==> config.mk <==
export PLATFORM = sky130hd
export DESIGN_NAME = fp32_operand_serializer
export DESIGN_NICKNAME = d
export VERILOG_FILES = /design/src/rtl/fp32_adder_pkg.sv /design/src/rtl/fp32_operand_serializer_piso_shreg.sv /design/src/rtl/fp32_operand_serializer.sv
export SDC_FILE = /design/constraint.sdc
export NUM_CORES = 1
export LEC_CHECK = 0
export BUFFER_PORTS_ARGS = -buffer_cell sky130_fd_sc_hd__buf_2
export CORE_MARGIN = 2
export CORE_UTILIZATION = 50
export CTS_CLUSTER_SIZE = 20
export DETAILED_ROUTE_END_ITERATION = 12
export PLACE_DENSITY = 0.76
export SYNTH_ARGS = -nofsm -noshare
export SYNTH_HDL_FRONTEND = slang
export SYNTH_SLANG_ARGS = --single-unit
==> constraint.sdc <==
create_clock -name i_clk -period 1.72 [get_ports i_clk]
set_input_delay 0.172 -clock i_clk [delete_from_list [all_inputs] [get_ports i_clk]]
set_output_delay 0.172 -clock i_clk [all_outputs]
set_load 0.02 [all_outputs]
==> src/rtl/fp32_adder_pkg.sv <==
// fp32_adder_pkg: shared widths and FSM encoding for the bit-serial FP32 adder feeders
package fp32_adder_pkg;
  localparam int FP32_W = 32;
  localparam int OPND_BITS = 2 * FP32_W;
  typedef enum logic [1:0] {ST_IDLE, ST_ARM, ST_SHIFT, ST_WAIT} state_t;
endpackage

==> src/rtl/fp32_operand_serializer_piso_shreg.sv <==
// piso_shreg: parallel-load, shift-left register presenting its MSB as the serial output
module piso_shreg
  import fp32_adder_pkg::*;
#(
  parameter int W = OPND_BITS
) (
  input  logic         i_clk,
  input  logic         i_rst_n,
  input  logic         i_load,
  input  logic         i_shift,
  input  logic [W-1:0] i_data,
  output logic         o_msb
);
  logic [W-1:0] r_sreg;
  always_ff @(posedge i_clk or negedge i_rst_n)
    if (!i_rst_n) r_sreg <= '0;
    else if (i_load) r_sreg <= i_data;
    else if (i_shift) r_sreg <= {r_sreg[W-2:0], 1'b0};
  assign o_msb = r_sreg[W-1];
endmodule

==> src/rtl/fp32_operand_serializer.sv <==
// fp32_operand_serializer: accepts an FP32 operand pair and streams A then B MSB-first to add_float
module fp32_operand_serializer
  import fp32_adder_pkg::*;
#(
  parameter int GO_IDLE_CYCLES = 2,
  parameter int DONE_TIMEOUT   = 64
) (
  input  logic              i_clk,
  input  logic              i_rst_n,
  input  logic              i_op_valid,
  output logic              o_op_ready,
  input  logic [FP32_W-1:0] i_op_a,
  input  logic [FP32_W-1:0] i_op_b,
  output logic              o_go,
  output logic              o_inpab,
  input  logic              i_done,
  output logic              o_busy,
  output logic              o_xfer_done,
  output logic              o_timeout
);
  localparam int IW = $clog2(GO_IDLE_CYCLES + 1);
  localparam int WW = $clog2(DONE_TIMEOUT);
  state_t          r_state;
  logic [5:0]      r_bit_cnt;
  logic [WW-1:0]   r_wait_cnt;
  logic [IW-1:0]   r_idle_cnt;
  logic            w_accept, w_shift, w_idle_sat, w_msb, w_expire;
  assign w_accept   = r_state == ST_IDLE && i_op_valid && o_op_ready;
  assign w_shift    = r_state == ST_ARM || r_state == ST_SHIFT;
  assign w_idle_sat = r_idle_cnt >= IW'(GO_IDLE_CYCLES - 1);
  assign w_expire   = r_wait_cnt == WW'(DONE_TIMEOUT - 1);
  piso_shreg #(.W(OPND_BITS)) u_sreg (
    .i_clk   (i_clk),
    .i_rst_n (i_rst_n),
    .i_load  (w_accept),
    .i_shift (w_shift),
    .i_data  ({i_op_a, i_op_b}),
    .o_msb   (w_msb)
  );
  // ARM drives A[31] while the adder first sees go=0; SHIFT supplies the remaining 63 bits
  always_ff @(posedge i_clk or negedge i_rst_n) begin
    if (!i_rst_n) begin
      r_state     <= ST_IDLE;
      r_bit_cnt   <= '0;
      r_wait_cnt  <= '0;
      r_idle_cnt  <= '0;
      o_op_ready  <= 1'b0;
      o_go        <= 1'b1;
      o_inpab     <= 1'b0;
      o_busy      <= 1'b0;
      o_xfer_done <= 1'b0;
      o_timeout   <= 1'b0;
    end else begin
      o_xfer_done <= 1'b0;
      o_timeout   <= 1'b0;
      case (r_state)
        ST_IDLE:
          if (w_accept) begin
            r_state    <= ST_ARM;
            o_go       <= 1'b0;
            o_busy     <= 1'b1;
            o_op_ready <= 1'b0;
            r_idle_cnt <= '0;
          end else begin
            r_idle_cnt <= w_idle_sat ? IW'(GO_IDLE_CYCLES) : r_idle_cnt + 1'b1;
            o_op_ready <= w_idle_sat;
          end
        ST_ARM: begin
          o_inpab   <= w_msb;
          r_bit_cnt <= '0;
          r_state   <= ST_SHIFT;
        end
        ST_SHIFT: begin
          o_inpab   <= w_msb;
          r_bit_cnt <= r_bit_cnt + 1'b1;
          if (r_bit_cnt == 6'(OPND_BITS - 2)) begin
            r_state    <= ST_WAIT;
            r_wait_cnt <= '0;
          end
        end
        ST_WAIT: begin
          o_inpab <= 1'b0;
          if (i_done || w_expire) begin
            r_state     <= ST_IDLE;
            o_go        <= 1'b1;
            o_busy      <= 1'b0;
            o_xfer_done <= i_done;
            o_timeout   <= !i_done;
          end else r_wait_cnt <= r_wait_cnt + 1'b1;
        end
        default: r_state <= ST_IDLE;
      endcase
    end
  end
endmodule

==> results.md, run 1 <==
- Row count: 32
- Worst r2r dst: r_wait_cnt[5]$_DFFE_PN0P_
- Vias in the first global route: 3111
- Fin. Hold Viols: 0
- Clock root cell: clkbuf_8
- Placement Setup Slack: -0.03929 ns
- Synth async-reset ratio: 1.000
- Synth area leaders: dfrtp_1 (52%), mux2i_1 (16%), o21ai_0 (8.7%), nand2_1 (6.9%), ha_1 (2.2%)
- CTS clk-pin slew, worst paths: 0.09 ns
- CP endpoint kind: register
- Drt wl/cell: 14.31 um
- Number of flops mapped to enable cells by yosys: 0
- Placed cell count: 554
- Area Overhead vs Synth: 23.52%
- Final ANT Viol Nets: 0
- Clock Latency Late Sink: 0.35 ns
- Min Hold Slack: 0.01685 ns
- Clock buffer depth: 2
- Drt pass-1 iters: 4
- Worst Path Class, Setup: register to register
- Ys Warns: 0
- Share of layout cells above drive strength 1: 0.2712
- Cell variety after synth: 37
- Setup ws final: 0.04163 ns
- Hold Path Cell Cnt: 3
- Tmin final: 1.678 ns
- Final WL: 8215 um
- Post-Layout Cell Count: 574
- Reg2Reg Setup Slack: 0.04 ns
- Clk sink count: 85
- Cell area power density: 771.4 nW/um^2
- Starting density of the core: 0.5184
- DRC: 0
- Flops & latches, synth: 85
- Hold Crit Class: primary input to register
- Num CTS Buffers: 9
- Unrepaired setup endpoints after global routing: yes
- FF/Latch Area: 2128 um^2
- Initial antenna violation count: 0
- Util after Layout: 0.6403
- Setup violators final: 0
- Worst path max stage delay: 0.43 ns
- Leak pwr: 2.613 nW
- Max-cap violations: 0
- Antenna diodes: 0
- Dpl hpwl: 5431 um
- Max-slew violations: 0
- Final worst-path cycle share: 0.9758
- Total Routing Usage GR: 0.1924
- Pin count of the biggest net entering global routing: 69
- Dominant cell type by area after synthesis: dfrtp_1
- Multi-input gate area: 1819 um^2
- Max_slew headroom: 0.6273
- Total core area: 7767 um^2
- CP Data Arrival Time: 1.94 ns
- Critical path launch point type: register
- Synth Area per Inst: 10.32 um^2
- Vias per cell: 5.385
- Die Height: 93.74 um
- Gr ovfl total: 0
- CTS tree: yes
- Crit-path slowest cell: or4_1
- Initial DRC count: 139
- Reg2reg path depth: 6
- Yosys top cell area share: 0.5221
- Fill cells: 630
- Fmax: 0.5958 GHz
- Actual slew at the worst max-slew pin: 0.5591 ns
- Width of the die: 93.74 um
- Cells after synthesis: 390
- # nets final: 542
- Port Buffers: 73
- Top FF cell, synth: dfrtp_1
- Crit path required time: 1.98 ns
- Sequential cell area fraction in the yosys report: 0.5286
- Worst reg2reg startpoint: r_bit_cnt[0]$_DFFE_PN0P_
- Worst hold path endpoint: u_sreg.r_sreg[7]$_DFFE_PN0P_
- Fin Clk Skew: 0.008662 ns
- Worst vdd ir: 524.7 uV
- Total Power: 0.003836 W
- Worst-path cell chain: inv_2 -> ha_1 -> nand4_1 -> or4_1 -> mux2_2 -> o2111ai_2
- Via count: 3091
- Die area: 8786 um^2
- Synthesized cell area: 4026 um^2
- H-Tree Depth: 3
- Crit Path Max Fanout: 3
- Ports: 74
- Hold path start: i_op_b[7]
- First-pass GRT wire length: 13540 um
- Routability Congestion: 0.8678
- Status: complete, no violations
- Syn_nets: 465
-- cell usage after synthesis (2+ instances only) --
master,count
a22o_1,4
inv_1,8
buf_2,10
clkbuf_1,14
o31ai_1,2
mux2_2,5
nand2b_1,2
nand2_1,74
nand4_1,2
ha_1,7
mux2i_1,65
a311oi_1,2
or4_1,2
nor3_1,4
nor2_1,7
and3_1,3
dfrtp_1,84
nand3_1,6
o21ai_1,2
o21ai_0,70
-- cell type report --
class,instances,share of cell area
clock buffers,10,0.02767
clock inverters,6,0.02214
inverters,9,0.006792
multi-input cells,271,0.3658
flip-flops and latches,85,0.4279
well taps,102,0.02566
repair buffers,91,0.1240
-- cell families (layout without fill, tap and decap cells) --
logic type	after synthesis	count (layout)	share of synthesized area
compound gates	92	92	0.1324
simple gates	102	102	0.1069
flops	85	85	0.5286
mux	70	70	0.1756
fa+ha+maj	7	7	0.02175
buf+inv	34	116	0.03480
-- routing by layer --
layer  wire length, um  track usage  vias to the layer above
met3               389      0.04013                        7
li1                  -            -                     1523
met5                 0            0                        -
met2              3920       0.3196                       74
met1              3817       0.2546                     1487
met4                89      0.05797                        0
-- stage by stage --
stage	cell area, um^2	TNS [ns]
after floorplan	4029	0
after global placement	4613	0
after detailed placement	4613	-0.06310
after CTS	4887	-0.002608
after global routing	4974	-0.05715
final	4974	0
-- flip-flops by register name, summed over array words and instances, names as in the netlist --
name / count
o_busy: 1
o_go: 1
o_inpab: 1
o_op_ready: 1
o_timeout: 1
o_xfer_done: 1
r_bit_cnt: 6
r_idle_cnt: 1
r_state: 2
r_wait_cnt: 6
u_sreg.r_sreg: 64
-- critical path: cells and delay by family, from the launching register on --
kind | cells | cell delay [ns]
multiplexers | 1 | 0.28
AND/OR/NAND/NOR | 2 | 0.60
flip-flops | 1 | 0.42
AO/OA/AOI/OAI | 1 | 0.08
adder cells (fa/ha/maj) | 1 | 0.14
buffers and inverters | 1 | 0.08
-- worst max-delay path by stage --
stage | from | end | slack, ns | cells past startpoint
global route | r_bit_cnt[0]$_DFFE_PN0P_ | r_wait_cnt[5]$_DFFE_PN0P_ | -0.03 | 6
floorplan | r_state[0]$_DFFE_PN0P_ | r_bit_cnt[3]$_DFFE_PN0P_ | 0.03 | 7
detailed placement | r_wait_cnt[0]$_DFFE_PN0P_ | r_wait_cnt[0]$_DFFE_PN0P_ | -0.04 | 5
global placement | r_wait_cnt[1]$_DFFE_PN0P_ | r_wait_cnt[0]$_DFFE_PN0P_ | 0.03 | 5
CTS | r_wait_cnt[1]$_DFFE_PN0P_ | r_wait_cnt[0]$_DFFE_PN0P_ | -0.003 | 5
finish | r_bit_cnt[0]$_DFFE_PN0P_ | r_wait_cnt[5]$_DFFE_PN0P_ | 0.04 | 6
-- repair_timing --
| item | in CTS | in global routing |
|---|---|---|
| hold endpoints to repair | 38 | 0 |
| gates resized for setup | 3 | 12 |
| hold buffers | 1 | 0 |
| pin swaps | 0 | 2 |
| cloned | 0 | 1 |
| setup endpoints to repair | 5 | 9 |
| buffers inserted | 0 | 2 |
-- report_power, final --
| part | switching, W | internal [W] |
|---|---|---|
| Clock | 0.000707 | 0.00100 |
| Combinational | 0.0000650 | 0.0000662 |
| Sequential | 0 | 0.00200 |
-- placed cells by master, fill, tap and decap left out, types with 2 or more instances in the layout --
cell type / netlist / routed
or4_1: 2 / 2
and3_4: 0 / 2
clkbuf_8: 0 / 10
buf_2: 10 / 72
buf_4: 0 / 10
buf_12: 0 / 4
o31ai_1: 2 / 2
ha_1: 7 / 3
ha_2: 0 / 3
nor3_2: 0 / 2
mux2_2: 5 / 5
nand4_1: 2 / 2
nor3_1: 4 / 2
buf_16: 0 / 2
mux2i_1: 65 / 65
o21ai_0: 70 / 70
nor2_1: 7 / 7
inv_1: 8 / 7
bufinv_16: 0 / 3
nand2b_1: 2 / 2
clkinvlp_4: 0 / 2
nand3_1: 6 / 6
nand2_1: 74 / 74
dfrtp_1: 84 / 84
inv_2: 1 / 2
a22o_1: 4 / 4
Power figures use the tool's default switching activity.
==> inputs of run 2 (changes only) <==
--- a/config.mk
+++ b/config.mk
@@ -8,8 +8,8 @@
 export BUFFER_PORTS_ARGS = -buffer_cell sky130_fd_sc_hd__buf_2
 export CORE_MARGIN = 2
-export CORE_UTILIZATION = 50
+export CORE_UTILIZATION = 54
 export CTS_CLUSTER_SIZE = 20
 export DETAILED_ROUTE_END_ITERATION = 12
-export PLACE_DENSITY = 0.76
+export PLACE_DENSITY = 0.78
 export SYNTH_ARGS = -nofsm -noshare
 export SYNTH_HDL_FRONTEND = slang
==> constraint.sdc (replaced) <==
create_clock -name i_clk -period 1.85 [get_ports i_clk]
set_input_delay 0.4625 -clock i_clk [delete_from_list [all_inputs] [get_ports i_clk]]
set_output_delay 0.4625 -clock i_clk [all_outputs]
set_load 0.02 [all_outputs]
==> results.md, run 2 (same netlist as run 1, synthesis figures left out) <==
- Status: complete, no violations
- Fin. Hold Viols: 0
- Design Area, Final: 4855 um^2
- CTS clk-pin slew, worst paths: 0.08 ns
- Unrepaired setup endpoints after global routing: yes
- Setup violators final: 0
- Biggest regs: u_sreg.r_sreg (64), r_bit_cnt (6), r_wait_cnt (6)
- Num CTS Buffers: 9
- Worst vdd ir: 499.4 uV
- Sw Ratio: 0.2006
- Worst path bufs/invs: 0
- Via count: 3027
- First-pass GRT wire length: 13720 um
- Hold Crit Class: primary input to register
- Leading cell type in the layout, fill and taps excluded: dfrtp_1
- Cell area power density: 718.6 nW/um^2
- Row count: 31
- Worst setup endpoint: r_wait_cnt[3]$_DFFE_PN0P_
- Max-cap violations: 0
- Leak pwr: 2.573 nW
- Fill cells: 569
- Worst r2r dst: r_wait_cnt[3]$_DFFE_PN0P_
- Internal: 0.002789 W
- Clock network fraction of design power: 0.434
- Drt wl/cell: 13.96 um
- Switching Power: 0.0006997 W
- Largest register FFs: 64
- Final worst-path cycle share: 0.9599
- Ports: 74
- Max-slew violations: 0
- CP endpoint kind: register
- Logic pwr share: 0.034
- Total Routing Usage GR: 0.2037
- Fin Clk Skew: 0.01075 ns
- Initial antenna violation count: 0
- DRC: 0
- Port Buffers: 73
- Vias in the first global route: 3049
- Placed inst area: 4584 um^2
- Fmax: 0.5631 GHz
- Final ANT Viol Nets: 0
- H-Tree Depth: 3
- Min Hold Slack: 0.3151 ns
- Hold path start: i_op_a[21]
- CP Data Arrival Time: 2.01 ns
- Width of the die: 90.35 um
- Tmin final: 1.776 ns
- Most frequent cells in the layout: dfrtp_1 (84), nand2_1 (74), buf_2 (72), o21ai_0 (70), mux2i_1 (65)
- Crit path required time: 2.09 ns
- Final WL: 7929 um
- Die area: 8163 um^2
- Crit Path Max Fanout: 4
- Antenna diodes: 0
- Util after Layout: 0.6693
- Vias per cell: 5.329
- Drt pass-1 iters: 4
- Total core area: 7253 um^2
- Largest Register: u_sreg.r_sreg
- Dpl hpwl: 5527 um
- Sequential share of power: 0.532
- Starting density of the core: 0.5551
- Max_slew headroom: 0.6955
- Worst path max stage delay: 0.42 ns
- Clock root cell: clkbuf_8
- Crit-path slowest cell: dfrtp_1
- Worst-path cell chain: ha_1 -> and3_2 -> a311oi_1 -> o221ai_1 -> a22o_1
- Reg2Reg Setup Slack: 0.07 ns
- Area Overhead vs Synth: 20.57%
- Top Family by Delay on Critical Path: compound AO/OA/AOI/OAI gates
- CTS tree: yes
- Worst path depth: 5
- Routability Congestion: 0.8180
- Die Height: 90.35 um
- Crit path launch: r_wait_cnt[0]$_DFFE_PN0P_
- Gr ovfl total: 0
- Reg2reg path depth: 5
- Worst Path Class, Setup: register to register
- Worst reg2reg startpoint: r_wait_cnt[0]$_DFFE_PN0P_
- # nets final: 539
- Clock buffer depth: 2
- Clk sink count: 85
- Clock Latency Late Sink: 0.35 ns
- Initial DRC count: 239
- Critical path launch point type: register
- Pin count of the biggest net entering global routing: 66
- Share of layout cells above drive strength 1: 0.2537
- Actual slew at the worst max-slew pin: 0.4527 ns
==> run 2: cell count changes in the layout (fill, tap and decap cells not counted), sizes merged <==
| cell | change |
|---|---|
| clkinv | -1 |
| bufinv | -1 |
| clkbuf | +2 |
| buf | -2 |
| clkinvlp | -1 |
==> run 2: tightest hold or removal path, delay by kind of cell <==
kind,cells,cell delay [ns]
AO/OA/AOI/OAI,1,0.06
buffers and inverters,1,0.07
AND/OR/NAND/NOR,1,0.03
==> run 2: final cells by class <==
cell class	count	area (um^2)	share of cell area
sequential	85	2128	0.4384
multi-input combinational	271	1799	0.3706
timing repair buffer	88	533.0	0.1098
clock buffer	13	168.9	0.03479
tap	99	123.9	0.02552
clock inverter	3	67.56	0.01392
inverter	9	33.78	0.006959
==> run 2: layer usage <==
layer  vias up  global-route usage  part of all wire
met3         7             0.03923             0.037
li1       1512                   -                 -
met5         -                   0                 0
met2        61              0.3283              0.48
met4         0             0.05513             0.011
met1      1447              0.2850              0.47
==> run 2: repair_timing <==
action	CTS	global route
buffers inserted	0	0
hold endpoints to repair	7	0
setup endpoints to repair	0	6
hold buffers	1	0
resized for setup	0	5
==> run 2: power by group through the flow <==
stage,clock (W),combinational [W],sequential [W]
2_1_floorplan,0,0.00000283,0.00189
3_3_place_gp,0,0.000121,0.00189
3_5_place_dp,0,0.000120,0.00189
4_1_cts,0.00154,0.000123,0.00186
5_1_grt,0.00161,0.000136,0.00186
6_report,0.00151,0.000120,0.00186
==> run 2: how the worst min path moves through the flow <==
stage                               endpoint  slack, ns  cells past startpoint
3_3_place_gp   u_sreg.r_sreg[53]$_DFFE_PN0P_       0.31                      1
5_1_grt        u_sreg.r_sreg[55]$_DFFE_PN0P_       0.31                      3
2_1_floorplan             o_busy$_DFFE_PN0P_       0.17                      0
3_5_place_dp   u_sreg.r_sreg[53]$_DFFE_PN0P_       0.30                      1
4_1_cts        u_sreg.r_sreg[52]$_DFFE_PN0P_       0.30                      3
6_report       u_sreg.r_sreg[53]$_DFFE_PN0P_       0.32                      3
==> run 2: per-stage QoR <==
stage	setup TNS [ns]	cells	setup WS, ns	total power, W
final	0	568	0.07417	0.003489
after global routing	-0.02495	568	-0.01375	0.003605
after floorplan	0	390	0.09724	0.001897
after CTS	0	568	0.05902	0.003520
after detailed placement	0	551	0.07167	0.002014
after global placement	0	551	0.1209	0.002014
